**config.mk**
```make
export PLATFORM = sky130hd
export DESIGN_NAME = entrada_buffer
export DESIGN_NICKNAME = d
export VERILOG_FILES = /design/src/rtl/entrada_buffer.sv
export SDC_FILE = /design/constraint.sdc
export NUM_CORES = 1
export LEC_CHECK = 0
export BUFFER_PORTS_ARGS = -buffer_cell sky130_fd_sc_hd__buf_2
export CAP_MARGIN = 20
export CORE_UTILIZATION = 48
export CTS_CLUSTER_SIZE = 24
export DETAILED_ROUTE_END_ITERATION = 6
export GPL_TIMING_DRIVEN = 0
export MAX_ROUTING_LAYER = met4
export PLACE_DENSITY = 0.61
export SYNTH_ARGS = -nofsm -noshare
export SYNTH_HDL_FRONTEND = slang
export SYNTH_SLANG_ARGS = --single-unit
```
**constraint.sdc**
```tcl
create_clock -name clk -period 3.9 [get_ports clk]
set_input_delay 0.39 -clock clk [delete_from_list [all_inputs] [get_ports clk]]
set_output_delay 0.39 -clock clk [all_outputs]
set_load 0.05 [all_outputs]
```
**src/rtl/entrada_buffer.sv**
```systemverilog
// entrada_buffer: input staging buffer with run-time LIFO/FIFO order, status, sticky errors.
// Optional head-peek port enabled by defining ENTRADA_BUFFER_PEEK_EN.
module entrada_buffer #(
    parameter int DATA_W = 16,
    parameter int OUT_W  = 32,
    parameter int DEPTH  = 16,
    parameter int CNT_W  = $clog2(DEPTH + 1)
) (
    input  logic              clk,
    input  logic              reset,
    input  logic [DATA_W-1:0] data_in,
    input  logic              push,
    input  logic              pop,
    input  logic              clear,
    input  logic              mode_fifo,
    output logic [OUT_W-1:0]  data_out,
    output logic              out_valid,
    output logic              empty,
    output logic              full,
    output logic [CNT_W-1:0]  count,
    output logic              overflow,
    output logic              underflow,
    output logic              mode_q
`ifdef ENTRADA_BUFFER_PEEK_EN
    ,
    output logic [OUT_W-1:0]  peek_data
`endif
);

    localparam int AW = $clog2(DEPTH);
    localparam logic [CNT_W-1:0] DEPTH_C = CNT_W'(DEPTH);

    function automatic logic [OUT_W-1:0] zext(input logic [DATA_W-1:0] d);
        zext = OUT_W'(d);
    endfunction

    logic [DATA_W-1:0] mem_r [DEPTH];
    logic [AW-1:0]     wr_ptr_r, rd_ptr_r;
    logic [CNT_W-1:0]  count_r;
    logic [OUT_W-1:0]  data_out_r;
    logic              out_valid_r, empty_r, full_r, overflow_r, underflow_r, mode_r;

    logic [AW-1:0]     wr_nxt_s, rd_nxt_s, head_idx_s, top_idx_s, mem_addr_s;
    logic [CNT_W-1:0]  cnt_nxt_s;
    logic [OUT_W-1:0]  dout_nxt_s;
    logic              valid_nxt_s, of_nxt_s, uf_nxt_s, mode_nxt_s, mem_we_s;
    logic [DATA_W-1:0] head_s;

    // LIFO head is the slot just below wr_ptr; FIFO head is the oldest entry at rd_ptr.
    assign top_idx_s  = wr_ptr_r - AW'(1);
    assign head_idx_s = mode_r ? rd_ptr_r : top_idx_s;
    assign head_s     = mem_r[head_idx_s];

    // Next-state decode: clear dominates, then the push/pop combination.
    always_comb begin
        wr_nxt_s    = wr_ptr_r;
        rd_nxt_s    = rd_ptr_r;
        cnt_nxt_s   = count_r;
        dout_nxt_s  = data_out_r;
        valid_nxt_s = 1'b0;
        of_nxt_s    = overflow_r;
        uf_nxt_s    = underflow_r;
        mode_nxt_s  = mode_r;
        mem_we_s    = 1'b0;
        mem_addr_s  = wr_ptr_r;
        if (clear) begin
            wr_nxt_s   = {AW{1'b0}};
            rd_nxt_s   = {AW{1'b0}};
            cnt_nxt_s  = {CNT_W{1'b0}};
            dout_nxt_s = {OUT_W{1'b0}};
            of_nxt_s   = 1'b0;
            uf_nxt_s   = 1'b0;
            mode_nxt_s = mode_fifo;
        end else begin
            if (empty_r && !push) begin
                mode_nxt_s = mode_fifo;
            end else begin
                mode_nxt_s = mode_r;
            end
            case ({push, pop})
                2'b11: begin
                    if (!empty_r) begin
                        dout_nxt_s  = zext(head_s);
                        valid_nxt_s = 1'b1;
                        mem_we_s    = 1'b1;
                        if (mode_r) begin
                            mem_addr_s = wr_ptr_r;
                            wr_nxt_s   = wr_ptr_r + AW'(1);
                            rd_nxt_s   = rd_ptr_r + AW'(1);
                        end else begin
                            mem_addr_s = top_idx_s;
                        end
                    end else begin
                        // Empty: the push lands, the pop is the error.
                        mem_we_s  = 1'b1;
                        wr_nxt_s  = wr_ptr_r + AW'(1);
                        cnt_nxt_s = count_r + CNT_W'(1);
                        uf_nxt_s  = 1'b1;
                    end
                end
                2'b10: begin
                    if (!full_r) begin
                        mem_we_s  = 1'b1;
                        wr_nxt_s  = wr_ptr_r + AW'(1);
                        cnt_nxt_s = count_r + CNT_W'(1);
                    end else begin
                        of_nxt_s = 1'b1;
                    end
                end
                2'b01: begin
                    if (!empty_r) begin
                        dout_nxt_s  = zext(head_s);
                        valid_nxt_s = 1'b1;
                        cnt_nxt_s   = count_r - CNT_W'(1);
                        if (mode_r) begin
                            rd_nxt_s = rd_ptr_r + AW'(1);
                        end else begin
                            wr_nxt_s = top_idx_s;
                        end
                    end else begin
                        uf_nxt_s = 1'b1;
                    end
                end
                default: begin
                    valid_nxt_s = 1'b0;
                end
            endcase
        end
    end

    // Control and status registers.
    always_ff @(posedge clk or posedge reset) begin
        if (reset) begin
            wr_ptr_r    <= {AW{1'b0}};
            rd_ptr_r    <= {AW{1'b0}};
            count_r     <= {CNT_W{1'b0}};
            data_out_r  <= {OUT_W{1'b0}};
            out_valid_r <= 1'b0;
            empty_r     <= 1'b1;
            full_r      <= 1'b0;
            overflow_r  <= 1'b0;
            underflow_r <= 1'b0;
            mode_r      <= 1'b0;
        end else begin
            wr_ptr_r    <= wr_nxt_s;
            rd_ptr_r    <= rd_nxt_s;
            count_r     <= cnt_nxt_s;
            data_out_r  <= dout_nxt_s;
            out_valid_r <= valid_nxt_s;
            empty_r     <= (cnt_nxt_s == {CNT_W{1'b0}});
            full_r      <= (cnt_nxt_s == DEPTH_C);
            overflow_r  <= of_nxt_s;
            underflow_r <= uf_nxt_s;
            mode_r      <= mode_nxt_s;
        end
    end

    // Storage array; contents are not reset.
    always_ff @(posedge clk) begin
        if (mem_we_s) begin
            mem_r[mem_addr_s] <= data_in;
        end
    end

    assign data_out  = data_out_r;
    assign out_valid = out_valid_r;
    assign empty     = empty_r;
    assign full      = full_r;
    assign count     = count_r;
    assign overflow  = overflow_r;
    assign underflow = underflow_r;
    assign mode_q    = mode_r;

`ifdef ENTRADA_BUFFER_PEEK_EN
    assign peek_data = empty_r ? {OUT_W{1'b0}} : zext(head_s);
`endif

endmodule

```
Word level (Yosys, flattened, before mapping) --
Memories as Yosys holds them, arrays and structs flattened. Index checks and enable logic that the tools add are counted.
Storage, ports and cells: output and inout port bits 43, memories kept 1, bits of input ports 22, memory bits (writable) 256, flip-flop bits (word level) 51, word-level logic and storage cells 77
Memories:
- mem_r | depth 16, width 16, rd ports 1, clocked after Yosys merged registers in 0, write ports 1, line 37 | logic [DATA_W-1:0] mem_r [DEPTH];
Cells by class: $add $sub $neg 5, mux-type cells 38, reductions and logical operators 16, eq/ne operators 7
Operators by type and width (number):
- 32-bit two-way mux | 3
- 4-bit two-way mux | 13
- 5-bit two-way mux | 4
- 1-bit two-way mux | 15
- 5-bit case mux with 3 select lines | 1
- 4-bit case mux with 3 select lines | 1
- 2-bit nonzero test | 6
- 4-bit by 1-bit adder with 4-bit output, second input constant | 2
- 2-bit AND reduction | 3
- 3-bit AND reduction | 2
- 5-bit by 1-bit adder with 5-bit output, second input constant | 1
- 5-bit equality test, second input constant | 1
- 5-bit logical NOT | 1
- 5-bit by 1-bit subtractor with 5-bit output, second input constant | 1
- 2-bit equality test, second input constant | 2
- 4-bit inequality test, second input constant | 1
- 4-bit nonzero test | 1
- 4-bit by 1-bit subtractor with 4-bit output, second input constant | 1
- 3-bit inequality test, second input constant | 1
- 2-bit by 1-bit equality test with 1-bit output, second input constant | 1
- 2-bit inequality test, second input constant | 1
- 1-bit case mux with 2 select lines | 1
- 2-bit OR reduction | 1
- 1-bit logical AND | 1
- 1-bit logical NOT | 1

Logic depth before layout (Yosys ltp) --
An unclocked memory read counts as a cell.
depth in word-level cells 6, depth in mapped cells 10, gate-level depth less buffers 8

Least setup slack after synthesis --
OpenSTA, ideal clock, no wires.
path type register to register, start reg mode_r, in the netlist mode_q, end mem mem_r[14][0] (enable), data arrival time 2997 ps, library setup time 409 ps, path buffers 2, path slack 494 ps, clock period less this slack 3406 ps, required time 3491 ps, stages on the path, launching flop included 8, cell sequence dfrtp_1 buf_6 buf_2 nor4_2 nand2_1 xor2_1 or2_2 nor3_1
On the way: word-level cells in the longest chain between the ends 4
RTL lines:
- start, declared | line 41 | logic out_valid_r, empty_r, full_r, overflow_r, underflow_r, mode_r;
- start signal, assigned | line 154 | mode_r <= mode_nxt_s;
- 4-bit two-way mux | line 86 | if (mode_r) begin
- 4-bit two-way mux | line 82 | if (!empty_r) begin
- 4-bit two-way mux | line 80 | case ({push, pop})
- 4-bit two-way mux | line 66 | if (clear) begin
- end, declared | line 37
Every way passes these cells.

Worst setup path after layout --
start reg wr_ptr_r[0], end reg data_out_r[9], in the netlist data_out[9]
On the way: word-level cells in the longest chain between the ends 6
RTL lines:
- start, declared | line 38 | logic [AW-1:0] wr_ptr_r, rd_ptr_r;
- start signal, assigned | line 134 | wr_ptr_r <= {AW{1'b0}};
- start signal, assigned | line 145 | wr_ptr_r <= wr_nxt_s;
- 4-bit by 1-bit subtractor with 4-bit output | line 50 | assign top_idx_s = wr_ptr_r - AW'(1);
- 4-bit two-way mux | line 51 | assign head_idx_s = mode_r ? rd_ptr_r : top_idx_s;
- memory 16 x 16 bit
- 32-bit two-way mux | line 82, 111
- 32-bit two-way mux
- 32-bit two-way mux | line 66
- end signal, assigned | line 137 | data_out_r <= {OUT_W{1'b0}};
- end signal, assigned | line 148 | data_out_r <= dout_nxt_s;
- end, declared | line 40 | logic [OUT_W-1:0] data_out_r;
Every way passes these cells. The select of a mux whose other input is x is not followed. A chain may end at the register's enable or synchronous reset.

==> summary.md <==
| Metric | Value |
|---|---|
| Status | `finished with violations` |
| Failing checks | `DRC, hold timing` |
| Clock Path Buffers | `3` |
| CP Data Arrival Time | `3.78 ns` |
| Maximum VDD drop | `0.000409 V` |
| Leakage power | `5.13 nW` |
| Synth top area share | `59.9%` |
| Slowest CP cell | `a2111oi_1` |
| Min Tclk post-route | `3.35 ns` |
| Post-CTS setup buffer count | `0` |
| Setup-failing EPs final | `0` |
| Post-Place Worst Slack | `0.547 ns` |
| N_diodes | `0` |
| Total I/O pin count | `65` |
| CTS tree | `yes` |
| Post-route cell area | `14,800 sq um` |
| Part of the Yosys area used for sequential elements | `66.7%` |
| Fin. max-slew vios | `0` |
| Number of global-route vias before repair | `7,887` |
| Critical Path Source Type | `flop` |
| Via count | `8,367` |
| Final period util | `85.9%` |
| Ys async rst share | `12.0%` |
| GRT overflow | `0` |
| Worst setup EP type | `flop` |
| Initial Utilization | `49.1%` |
| Netlist area before placement | `12,800 sq um` |
| CTS root buf | `clkbuf_16` |
| Area leader, netlist | `edfxtp_1` |
| Post-CTS Resized | `0` |
| WL final | `32,900 um` |
| Power per cell area | `580 nW/um^2` |
| Mapped Avg Cell Area | `13.4 sq um` |
| Max-Cap Viols | `0` |
| Worst Tran Pin Value | `1.01 ns` |
| Final Hold Fails | `3` |
| Non-Filler Instances | `1,424` |
| Layout Skew | `0.00671 ns` |
| TritonCTS Sinks | `291` |
| Top cells by area, synth | `edfxtp_1 60%, dfrtp_1 6.6%, o21ai_0 3.0%, mux2i_1 2.9%, a21oi_1 2.8%` |
| Placed insts | `1,367` |
| Gpl congestion | `0.899` |
| Die Ht | `166 um` |
| CP peak stage delay | `0.91 ns` |
| RSZ-0062 raised after global routing | `no` |
| Critical Path, Cell by Cell | `inv_1 > ha_1 > nor2b_2 > a32oi_4 > buf_2 > a21oi_1 > a2111oi_1 > a211oi_1 > and3_1` |
| Total CTS buffers | `31` |
| GRT Overall Usage | `25.1%` |
| Latest clock arrival within the worst-skew pair | `0.54 ns` |
| Die area | `27,400 sq um` |
| Routed Antenna Nets | `0` |
| Crit path depth | `9` |
| Nets | `1,096` |
| Crit-path leading delay family | `compound AO/OA/AOI/OAI gates` |
| DRC errors left | `9` |
| DP HPWL | `23,400 um` |
| HP Class | `input port to asynchronous set/reset pin` |
| Hold buffers post-CTS | `0` |
| Pre-antenna DRT Iters | `7` |
| WL/cell | `23.1 um` |
| CP Buf/Inv Count | `2` |
| Hold slack | `-0.00650 ns` |
| Yosys warning total | `0` |
| Register bit count reported by yosys | `291` |
| Post-DP Area | `13,800 sq um` |
| Htree depth | `1` |
| Iter 0 DRT Violations | `782` |
| Reg2reg setup slack | `0.55 ns` |
| Initial antenna violation count | `0` |
| Mapped Cells | `957` |
| Cell Rows | `59` |
| DR vias/cell | `5.88` |
| Critical path peak fanout | `10` |
| Area Growth Syn to Fin | `15.4%` |
| Fmax | `0.299 GHz` |
| Share of layout cells above drive strength 1 | `20.4%` |
| Netlist cell types | `60` |
| IO Port Bufs | `48` |
| EDFF count, synth | `256` |
| Worst slew margin | `32.2%` |
| Chip Width | `166 um` |
| Largest net degree at the start of global routing | `36` |
| CTS clk-pin slew, worst paths | `0.06 ns` |
| Critical path type | `flop to flop` |
| Worst Reg-to-Reg Cells | `9` |
| Core area | `26,100 sq um` |
| Required @ worst endpoint | `4.33 ns` |
| First-pass GRT wire length | `48,900 um` |
| Final worst slack | `0.552 ns` |
| Ys flop type | `edfxtp_1` |
-- layer usage --
layer / vias up / part of all wire (%) / track usage, %
met5: - / 0 / -
met4: 0 / 2.1 / 5.79
met3: 55 / 6.6 / 3.12
met2: 314 / 46 / 38.0
met1: 4131 / 46 / 36.4
li1: 3867 / - / -
-- flip-flops by register name, indices dropped and copies added, names as in the netlist --
register,count
count,5
data_out,16
empty,1
full,1
mem_r,256
mode_q,1
out_valid,1
overflow,1
rd_ptr_r,4
underflow,1
wr_ptr_r,4
-- worst register-to-register path: stages (launching register included) --
cell	delay, ns
dfrtp_1	0.51
inv_1	0.13
ha_1	0.37
nor2b_2	0.21
a32oi_4	0.33
buf_2	0.32
a21oi_1	0.08
a2111oi_1	0.91
a211oi_1	0.15
and3_1	0.23
-- through the flow --
| step | power (W) | util [%] | setup TNS (ns) |
|---|---|---|---|
| 6_report | 0.00859 | 56.7 | 0 |
| 5_1_grt | 0.00890 | 56.7 | 0 |
| 4_1_cts | 0.00863 | 56.7 | 0 |
| 3_5_place_dp | 0.00565 | 52.7 | 0 |
| 3_3_place_gp | 0.00562 | 51.9 | -86.46 |
| 2_1_floorplan | 0.00500 | - | 0 |
-- cell usage after synthesis (15+ instances only) --
master,instances
a2111oi_2,16
a211oi_1,46
a21oi_1,71
and3_1,15
buf_2,24
buf_4,17
clkbuf_1,34
dfrtp_1,34
edfxtp_1,256
mux2_2,17
mux2i_1,37
nand2_1,24
nand3_1,68
nor2_1,38
nor2b_1,36
o21ai_0,78
o21ai_1,23
-- cells by family after synthesis --
family | Yosys count | synth area share [%]
compound gates | 273 | 14.1
xor+xnor | 12 | 0.877
fa+ha+maj | 9 | 0.877
buf+inv | 97 | 4.06
flops | 291 | 66.7
mux | 54 | 4.37
other cells | 1 | 0.0292
simple gates | 220 | 8.95
-- placed cells by master (no fill, tap or decap), types with 5 or more instances in the layout --
cell type	instances
edfxtp_1	256
o21ai_0	78
buf_2	72
a21oi_1	71
nand3_1	68
a211oi_1	46
clkbuf_1	39
mux2i_1	37
nor2b_1	36
dfrtp_1	34
clkbuf_16	31
nor2_1	30
nand2_1	24
o21ai_1	23
buf_4	19
mux2_2	17
a2111oi_2	16
conb_1	16
and3_1	15
a2111oi_1	14
buf_6	13
nor3_2	9
inv_1	9
ha_1	9
nor2_2	8
clkinv_2	8
nand2b_1	7
xor2_1	7
a31oi_1	5
or3_1	5
bufinv_16	5
-- final cells by class --
cell class | count | area, sq um
fillers | 2190 | 11300
flip-flops and latches | 291 | 8560
multi-input cells | 584 | 3870
clock buffers | 36 | 795
plain buffers | 86 | 480
well taps | 335 | 419
repair buffers | 60 | 395
clock inverters | 21 | 246
inverters | 11 | 41.3
-- path summary, 6_finish.rpt --
kind / from / endpoint
setup / recovery: wr_ptr_r[0]$_DFFE_PP0P_ / data_out[9]$_DFFE_PP0P_
hold / removal: reset / wr_ptr_r[1]$_DFFE_PP0P_
setup reg to reg: wr_ptr_r[0]$_DFFE_PP0P_ / data_out[9]$_DFFE_PP0P_
hold reg to reg: underflow$_DFFE_PP0P_ / underflow$_DFFE_PP0P_
max in group asynchronous: reset / count[2]$_DFF_PP0_
min in group clk: mode_fifo / mode_q$_DFFE_PP0P_
-- power by group --
group	internal, W	switching, W
sequential	0.00348	0.0000938
combinational	0.000641	0.00139
clock	0.00179	0.00119
Note: power is estimated with default switching activity, not from simulation.
